`config.mk`:
```
export PLATFORM = sky130hd
export DESIGN_NAME = mul_div_unit
export DESIGN_NICKNAME = d
export VERILOG_FILES = /design/src/rtl/mdu_pkg.sv /design/src/rtl/mul_div_unit.sv
export SDC_FILE = /design/constraint.sdc
export NUM_CORES = 1
export LEC_CHECK = 0
export BUFFER_PORTS_ARGS = -buffer_cell sky130_fd_sc_hd__buf_4
export CAP_MARGIN = 20
export CORE_UTILIZATION = 40
export DETAILED_ROUTE_END_ITERATION = 8
export PLACE_DENSITY = 0.65
export SLEW_MARGIN = 20
export SYNTH_ARGS = -nofsm -noshare
export SYNTH_HDL_FRONTEND = slang
export SYNTH_SLANG_ARGS = --single-unit
export TNS_END_PERCENT = 5
```
`constraint.sdc`:
```
create_clock -name clk -period 6.4 [get_ports clk]
set_clock_uncertainty 0.05 [all_clocks]
set_input_delay 1.92 -clock clk [delete_from_list [all_inputs] [get_ports clk]]
set_output_delay 1.92 -clock clk [all_outputs]
set_load 0.005 [all_outputs]
```
`src/rtl/mdu_pkg.sv`:
```
// Shared encodings and default sizes for the iterative multiply/divide unit.
package mdu_pkg;

  localparam int WIDTH_DEF      = 16;
  localparam int ADDR_WIDTH_DEF = 4;

  typedef enum logic [1:0] {
    OP_MULLO = 2'b00,
    OP_MULHI = 2'b01,
    OP_DIVQ  = 2'b10,
    OP_DIVR  = 2'b11
  } op_e;

  typedef enum logic [1:0] {
    ST_IDLE = 2'b00,
    ST_RUN  = 2'b01,
    ST_DONE = 2'b10
  } state_e;

endpackage

```
`src/rtl/mul_div_unit.sv`:
```
// Iterative unsigned multiply (shift-add) / divide (restoring) unit.
// One step per cycle for WIDTH cycles, then a single DONE cycle that
// strobes the register-file write port.
//
// state   | meaning
// --------+-----------------------------------------------------------
// ST_IDLE | waiting for start; outputs hold the last result
// ST_RUN  | one shift-add / shift-subtract step per cycle
// ST_DONE | result valid, write strobe high for this single cycle
module mul_div_unit
  import mdu_pkg::*;
#(
  parameter int WIDTH      = WIDTH_DEF,
  parameter int ADDR_WIDTH = ADDR_WIDTH_DEF
) (
  input  logic                  clk,
  input  logic                  rst,
  input  logic                  start,
  input  logic [1:0]            op,
  input  logic [WIDTH-1:0]      operandA,
  input  logic [WIDTH-1:0]      operandB,
  input  logic [ADDR_WIDTH-1:0] destAddr,
  output logic                  busy,
  output logic                  done,
  output logic [WIDTH-1:0]      result,
  output logic                  writeEnabled,
  output logic [ADDR_WIDTH-1:0] writeAddr,
  output logic                  divByZero
);

  localparam int CW = $clog2(WIDTH);

  state_e                state, state_nxt;
  logic [CW-1:0]         cnt;
  logic [2*WIDTH-1:0]    acc;        // MUL: product; DIV: remainder in upper half
  logic [WIDTH-1:0]      shreg;      // MUL: multiplier; DIV: dividend -> quotient
  logic [WIDTH-1:0]      opa;        // multiplicand
  logic [WIDTH-1:0]      opb;        // divisor
  op_e                   op_q;
  logic [ADDR_WIDTH-1:0] addr_q;
  logic                  dbz_q;

  logic                  is_div;
  logic [WIDTH:0]        rem_sh;
  logic [WIDTH+1:0]      add_x, add_y, add_sum;
  logic                  add_cin;
  logic                  div_ge;
  logic [2*WIDTH:0]      mul_tmp;
  logic [WIDTH-1:0]      rem_nxt;
  logic [2*WIDTH-1:0]    acc_nxt;
  logic [WIDTH-1:0]      shreg_nxt;

  assign is_div = op_q[1];

  // Shared adder: adds the multiplicand for MUL, subtracts the divisor
  // (two's complement) from the shifted partial remainder for DIV.
  always_comb begin
    rem_sh  = {acc[2*WIDTH-1:WIDTH], shreg[WIDTH-1]};
    add_x   = {2'b00, acc[2*WIDTH-1:WIDTH]};
    add_y   = {2'b00, opa};
    add_cin = 1'b0;
    if (is_div) begin
      add_x   = {1'b0, rem_sh};
      add_y   = ~{2'b00, opb};
      add_cin = 1'b1;
    end
    add_sum = add_x + add_y + {{(WIDTH+1){1'b0}}, add_cin};
    // No borrow out of the 18-bit difference means remainder >= divisor.
    div_ge  = ~add_sum[WIDTH+1];
  end

  // Next accumulator / shift register value for one iteration step.
  always_comb begin
    mul_tmp   = shreg[0] ? {add_sum[WIDTH:0], acc[WIDTH-1:0]} : {1'b0, acc};
    rem_nxt   = div_ge ? add_sum[WIDTH-1:0] : rem_sh[WIDTH-1:0];
    acc_nxt   = mul_tmp[2*WIDTH:1];
    shreg_nxt = {1'b0, shreg[WIDTH-1:1]};
    if (is_div) begin
      acc_nxt   = {rem_nxt, acc[WIDTH-1:0]};
      shreg_nxt = {shreg[WIDTH-2:0], div_ge};
    end
  end

  // Next-state logic.
  always_comb begin
    state_nxt = state;
    case (state)
      ST_IDLE: if (start) state_nxt = ST_RUN;
      ST_RUN:  if (cnt == CW'(WIDTH-1)) state_nxt = ST_DONE;
      ST_DONE: state_nxt = ST_IDLE;
      default: state_nxt = ST_IDLE;
    endcase
  end

  // State register, operand latches and iteration datapath.
  always_ff @(posedge clk) begin
    if (rst) begin
      state  <= ST_IDLE;
      cnt    <= '0;
      acc    <= '0;
      shreg  <= '0;
      opa    <= '0;
      opb    <= '0;
      op_q   <= OP_MULLO;
      addr_q <= '0;
      dbz_q  <= 1'b0;
    end else begin
      state <= state_nxt;
      case (state)
        ST_IDLE: begin
          if (start) begin
            cnt    <= '0;
            acc    <= '0;
            opa    <= operandA;
            opb    <= operandB;
            op_q   <= op_e'(op);
            addr_q <= destAddr;
            dbz_q  <= op[1] && (operandB == '0);
            shreg  <= op[1] ? operandA : operandB;
          end
        end
        ST_RUN: begin
          cnt   <= cnt + 1'b1;
          acc   <= acc_nxt;
          shreg <= shreg_nxt;
        end
        default: ;
      endcase
    end
  end

  // Result select; state is left untouched after DONE so outputs hold in IDLE.
  always_comb begin
    case (op_q)
      OP_MULLO: result = acc[WIDTH-1:0];
      OP_MULHI: result = acc[2*WIDTH-1:WIDTH];
      OP_DIVQ:  result = shreg;
      default:  result = acc[2*WIDTH-1:WIDTH];
    endcase
  end

  // The strobe is masked by rst so a reset landing on DONE never writes.
  assign busy         = (state != ST_IDLE);
  assign done         = (state == ST_DONE) && !rst;
  assign writeEnabled = done;
  assign writeAddr    = addr_q;
  assign divByZero    = dbz_q;

endmodule

```
==> results of run 1 <==
==> worst max-delay path, stage by stage <==
cell     delay [ns]
buf_4          0.14
nor3b_1        0.24
buf_4          0.16
==> state kept, by name, indices dropped and copies added (netlist names) <==
signal,cells
cnt,4
op_q,2
acc,32
state,2
opa,16
opb,16
divByZero,1
writeAddr,4
shreg,16
==> layout make-up <==
class,count,share of cell area
Clock buffer,9,0.0341
Clock inverter,6,0.0169
Inverter,15,0.00853
Multi-Input combinational cell,565,0.538
Sequential cell,93,0.282
Tap cell,180,0.0341
Timing Repair Buffer,76,0.0865
==> power by group through the flow <==
stage	clock network [mW]	logic [mW]	registers (mW)
detailed placement	0	0.255	0.653
global placement	0	0.250	0.652
global route	0.657	0.286	0.645
floorplan	0	0.182	0.635
finish	0.626	0.260	0.641
CTS	0.629	0.257	0.640
==> stage by stage <==
| stage | area, µm² | hold slack (ns) | std cells | utilization | power [mW] |
|---|---|---|---|---|---|
| after floorplan | 5700 | 0.383 | 731 | - | 0.817 |
| after global placement | 6260 | 0.393 | 929 | 0.451 | 0.902 |
| after detailed placement | 6260 | 0.397 | 929 | 0.451 | 0.908 |
| after CTS | 6600 | 0.407 | 944 | 0.475 | 1.53 |
| after global routing | 6600 | 0.424 | 944 | 0.475 | 1.59 |
| final | 6600 | 0.406 | 944 | 0.475 | 1.53 |
==> routing by layer <==
metal,global-route usage,wire (µm)
met5,0,0
met2,0.390,7940
met1,0.320,7620
met4,0.0779,367
met3,0.0545,1330
==> worst paths after layout <==
kind / to / slack [ns] / cells past startpoint
min: opa[2] / 0.41 / 2
min reg2reg: opa[2] / 0.41 / 2
max: done / 1.97 / 3
max reg2reg: acc[29] / 2.20 / 12
==> cell usage in the layout, fill, tap and decap left out, drive strengths merged, types with 16 or more instances in the layout <==
cell | synthesis | layout
dfxtp | 93 | 93
mux2i | 39 | 39
a21oi | 102 | 102
nand2 | 118 | 118
inv | 15 | 16
a221oi | 19 | 19
nor2 | 52 | 52
a211oi | 20 | 20
ha | 16 | 16
o21ai | 45 | 45
buf | 14 | 76
==> cell families (layout without fill, tap and decap cells) <==
kind of cell	after synthesis	count (layout)	share of synthesized area
xor+xnor	7	7	0.0108
mux	49	49	0.0883
simple gates	237	237	0.185
fa+ha+maj	18	18	0.0422
buf+inv	73	106	0.0527
compound gates	254	254	0.294
flops	93	93	0.327
==> qor.txt, run 1 <==
Top Ports -> 65
routability cong. -> 0.874
CP arrival -> 2.46 ns
critical-path maximum fanout -> 2
CTS H-tree depth -> 3
Synth Instances -> 731
setup TNS -> 0 ns
Syn Area/Cell -> 7.79 µm²
Detail Route Antenna Nets -> 0
routed wire length -> 17.3 mm
ant diodes -> 0
CTS clk-pin slew, worst paths -> 0.07 ns
Ys Warns -> 0
Final Hold Fails -> 0
Crit Path Class -> in2out
combinational share of power -> 0.170
die width -> 121 µm
DP HPWL -> 12.2 mm
Via density -> 5.93
I/O Buffers -> 64
pwr dens -> 231 nW/µm²
Seq pwr share -> 0.420
Cell Int Power -> 1.09 mW
Nets -> 819
drc violations -> 0
fin crit period -> 4.43 ns
max-slew violation count -> 0
die area -> 14700 µm²
largest net degree at the start of global routing -> 80
area leader, netlist -> dfxtp_1
drt wl/cell -> 18.3 µm
GRT Total Usage -> 0.243
first-pass GRT wire length -> 27.3 mm
worst r2r src -> op_q[1]
Setup-failing EPs final -> 0
post-synthesis instance area -> 5700 µm²
pre-CTS setup slack -> 1.97 ns
Slew @ Worst Pin -> 0.997 ns
clk sinks -> 93
Switch Pwr -> 0.438 mW
share of layout cells above drive strength 1 -> 0.157
initial core utilization -> 0.410
largest cells by area after synthesis -> dfxtp_1 33%, a21oi_1 8.9%, nand2_1 7.8%
maxcap violations -> 0
clk_lat worst skew -> 0.36 ns
core area -> 13900 µm²
sequential share of the synthesized area -> 0.327
Area growth syn-to-layout -> 15.8%
min-delay src -> opa[2]
Synth top area share -> 0.327
cell with the most instances after synthesis -> nand2_1
CTS tree -> built
Synth top cells by count -> 118 x nand2_1, 101 x a21oi_1, 93 x dfxtp_1, 51 x nor2_1, 43 x clkbuf_1
top_reg_cell synth -> dfxtp_1
initial antenna violation count -> 0
RSZ-0062 raised after global routing -> no
fin worst setup slack -> 1.97 ns
vias in the first global route -> 5209
startpoint types -> input pin
Post-CTS Setup Bufs -> 0
headroom to the max-slew limit -> 0.334
die height -> 121 µm
root buf cell -> clkbuf_16
row cnt -> 43
Register Area -> 1860 µm²
Max VDD drop -> 167 µV
CP endpoint kind -> output pin
ys async rst share -> 0
drt pass-1 iters -> 5
drt first-iter violations -> 475
Max Clk Rate -> 226 MHz
outcome -> finished, final reports clean
area of the multi-input gates -> 3550 µm²
Worst setup startpoint -> rst
Remaining Overflow, GRT -> 0
total CTS buffers -> 9
clock share of power -> 0.410
EDFF count, synth -> 0
Pleak -> 2.59 nW
Req. time, crit path -> 4.43 ns
Distinct cells, synth -> 70
routed vias -> 5602
cts repair resizes -> 0
Filler cells -> 1374
fin crit share -> 0.693
HP Class -> reg2reg
Clock Path Buffers -> 2
#FFs+latches synth -> 93
hold_buf cts -> 0
Syn Nets -> 790
switching fraction of total power -> 0.287
No activity file was read; power rests on OpenSTA's default activity.
==> run 2: changes to the inputs <==
Settings changed: ABC_AREA set to 1.
Clock period 6.4 ns to 4.4 ns, I/O delays scaled along.
==> qor.txt, run 2 <==
Area growth syn-to-layout -> 14.2% (was 15.8%)
post-synthesis compound-gate area fraction -> 0.238 (was 0.294)
Slowest cell on crit path -> clkinv_1 (was nor3b_1)
top_reg_cell synth -> dfxtp_1 (unchanged)
share of layout cells above drive strength 1 -> 0.141 (was 0.157)
die height -> 124 µm (was 121 µm)
crit-path cells -> clkinv_1 -> buf_4 -> nand2_1 -> a31oi_1 -> buf_4 (was buf_4 -> nor3b_1 -> buf_4)
Final Hold Fails -> 0 (unchanged)
Distinct cells, synth -> 42 (was 70)
Slew @ Worst Pin -> 0.747 ns (was 0.997 ns)
Post-DP Area -> 6420 µm² (was 6260 µm²)
fin worst setup slack -> 0.879 ns (was 1.97 ns)
Post-Synth XOR/XNOR Area -> 0.0118 (was 0.0108)
drc violations -> 2 (was 0)
Filler cells -> 1542 (was 1374)
routability cong. -> 0.899 (was 0.874)
die width -> 124 µm (was 121 µm)
startpoint types -> flip-flop (was input pin)
ys async rst share -> 0 (unchanged)
Post-Synth Simple-Gate Area -> 0.290 (was 0.185)
CP arrival -> 2.15 ns (was 2.46 ns)
Setup-failing EPs final -> 0 (unchanged)
Post-CTS Setup Bufs -> 0 (unchanged)
post-synthesis instance area -> 5910 µm² (was 5700 µm²)
Hold Worst Slack -> 0.416 ns (was 0.406 ns)
Top delay family on crit path -> buffers and inverters (unchanged)
Syn Nets -> 988 (was 790)
Synth top cells by count -> 226 x nand2_1, 123 x o21ai_0, 104 x nor2_1, 93 x dfxtp_1, 79 x inv_1 (was 118 x nand2_1, 101 x a21oi_1, 93 x dfxtp_1, 51 x nor2_1, 43 x clkbuf_1)
cts repair resizes -> 0 (unchanged)
Syn Area/Cell -> 6.37 µm² (was 7.79 µm²)
RSZ-0062 raised after global routing -> no (unchanged)
clk_lat worst skew -> 0.36 ns (about the same)
#FFs+latches synth -> 93 (unchanged)
crit-path most repeated cell -> buf_4 (unchanged)
total CTS buffers -> 9 (unchanged)
multiplexer share of the synthesized area -> 0 (was 0.0883)
cell with the most instances after synthesis -> nand2_1 (unchanged)
Nets -> 1016 (was 819)
Worst Path Buf+Inv -> 3 (was 2)
Detail Route Antenna Nets -> 0 (unchanged)
vias in the first global route -> 5611 (was 5209)
# placed instances -> 1130 (was 929)
Top Ports -> 65 (unchanged)
outcome -> finished with violations (was finished, final reports clean)
area leader, netlist -> dfxtp_1 (unchanged)
Remaining Overflow, GRT -> 0 (unchanged)
fin crit period -> 3.52 ns
largest net degree at the start of global routing -> 63 (was 80)
row cnt -> 44 (was 43)
Final Cell Area -> 6760 µm² (was 6600 µm²)
fin util -> 0.467 (was 0.475)
Non-Filler Instances -> 1146 (was 944)
root buf cell -> clkbuf_16 (unchanged)
drt first-iter violations -> 465 (was 475)
max reg flops -> 32 (unchanged)
post-synthesis adder-cell area fraction -> 0.0406 (was 0.0422)
GRT Total Usage -> 0.257 (was 0.243)
CP max stage delay -> 0.59 ns (was 0.24 ns)
Max Clk Rate -> 284 MHz
Top reg by flops -> acc (unchanged)
Pleak -> 2.92 nW (was 2.59 nW)
most common cell after layout, fill and taps aside -> nand2_1 (unchanged)
Ys Warns -> 0 (unchanged)
Max VDD drop -> 176 µV (was 167 µV)
setup TNS -> 0 ns (unchanged)
core area -> 14500 µm² (was 13900 µm²)
largest cells by area after synthesis -> dfxtp_1 31%, nand2_1 14%, o21ai_0 10% (was dfxtp_1 33%, a21oi_1 8.9%, nand2_1 7.8%)
fin crit share -> 0.800
pre-CTS setup slack -> 0.942 ns (was 1.97 ns)
headroom to the max-slew limit -> 0.499 (was 0.334)
critical-path maximum fanout -> 32 (was 2)
max-slew violation count -> 0 (unchanged)
clk sinks -> 93 (unchanged)
commonest cells after routing, fill and taps aside -> 226 x nand2_1, 123 x o21ai_0, 103 x nor2_1 (was 118 x nand2_1, 101 x a21oi_1, 92 x dfxtp_1)
I/O Buffers -> 64 (unchanged)
hold_buf cts -> 0 (unchanged)
routed wire length -> 18.9 mm (was 17.3 mm)
DP HPWL -> 13.9 mm (was 12.2 mm)
drt pass-1 iters -> 7 (was 5)
Clock Path Buffers -> 2 (unchanged)
pwr dens -> 340 nW/µm² (was 231 nW/µm²)
Crit Path Class -> reg2out (was in2out)
initial antenna violation count -> 0 (unchanged)
Req. time, crit path -> 3.03 ns (was 4.43 ns)
sequential share of the synthesized area -> 0.315 (was 0.327)
Total Power -> 2.30 mW (was 1.53 mW)
CP endpoint kind -> output pin (unchanged)
initial core utilization -> 0.408 (was 0.410)
Via density -> 5.39 (was 5.93)
failing checks -> design-rule violations
Synth Instances -> 929 (was 731)
first-pass GRT wire length -> 29.6 mm (was 27.3 mm)
EDFF count, synth -> 0 (unchanged)
drt wl/cell -> 16.5 µm (was 18.3 µm)
routed vias -> 6182 (was 5602)
CTS H-tree depth -> 3 (unchanged)
largest family of logic cells by synthesized area -> simple AND/OR/NAND/NOR gates (was compound AO/OA/AOI/OAI gates)
maxcap violations -> 0 (unchanged)
CTS tree -> built (unchanged)
CTS clk-pin slew, worst paths -> 0.07 ns (about the same)
ant diodes -> 0 (unchanged)
die area -> 15300 µm² (was 14700 µm²)
Synth top area share -> 0.315 (was 0.327)
HP Class -> reg2reg (unchanged)
[run 2: cell type report]
class	instances	area, µm²	area share
clock buffers	9	225	0.0333
flip-flops and latches	93	1860	0.276
repair buffers	74	556	0.0822
clock inverters	7	106	0.0157
well taps	184	230	0.0341
multi-input cells	690	3440	0.509
inverters	89	334	0.0495
[run 2: worst reg2reg max path, delay by kind of cell, from the launching register on]
kind / cells / cell delay [ns]
buffers and inverters: 4 / 1.36
AND/OR/NAND/NOR: 7 / 0.80
AO/OA/AOI/OAI: 3 / 0.55
adder cells (fa/ha/maj): 1 / 0.35
flip-flops: 1 / 0.33
[run 2: worst paths after layout]
path / slack [ns] / depth (start not counted) / endpoint / startpoint
worst max-delay path: 0.88 / 5 / result[2] / op_q[1]
worst min-delay path: 0.42 / 2 / acc[15] / acc[15]
worst max register to register: 0.89 / 15 / acc[27] / op_q[1]
worst min register to register: 0.42 / 2 / acc[15] / acc[15]
[run 2: cell families after synthesis]
family / after synthesis
AND/OR/NAND/NOR: 412
adder cells (fa/ha/maj): 18
AO/OA/AOI/OAI: 252
XOR/XNOR: 8
buffers and inverters: 146
flip-flops: 93
[run 2: per-layer routing]
metal  part of all wire  wire [µm]  GRT usage
met5                  0          0          0
met4              0.035        655      0.107
met3              0.060       1130     0.0527
met2               0.44       8370      0.392
met1               0.46       8780      0.352
[run 2: where the power goes]
group          internal (mW)  switching (mW)
logic                  0.168           0.317
clock network          0.507           0.368
registers              0.893          0.0443
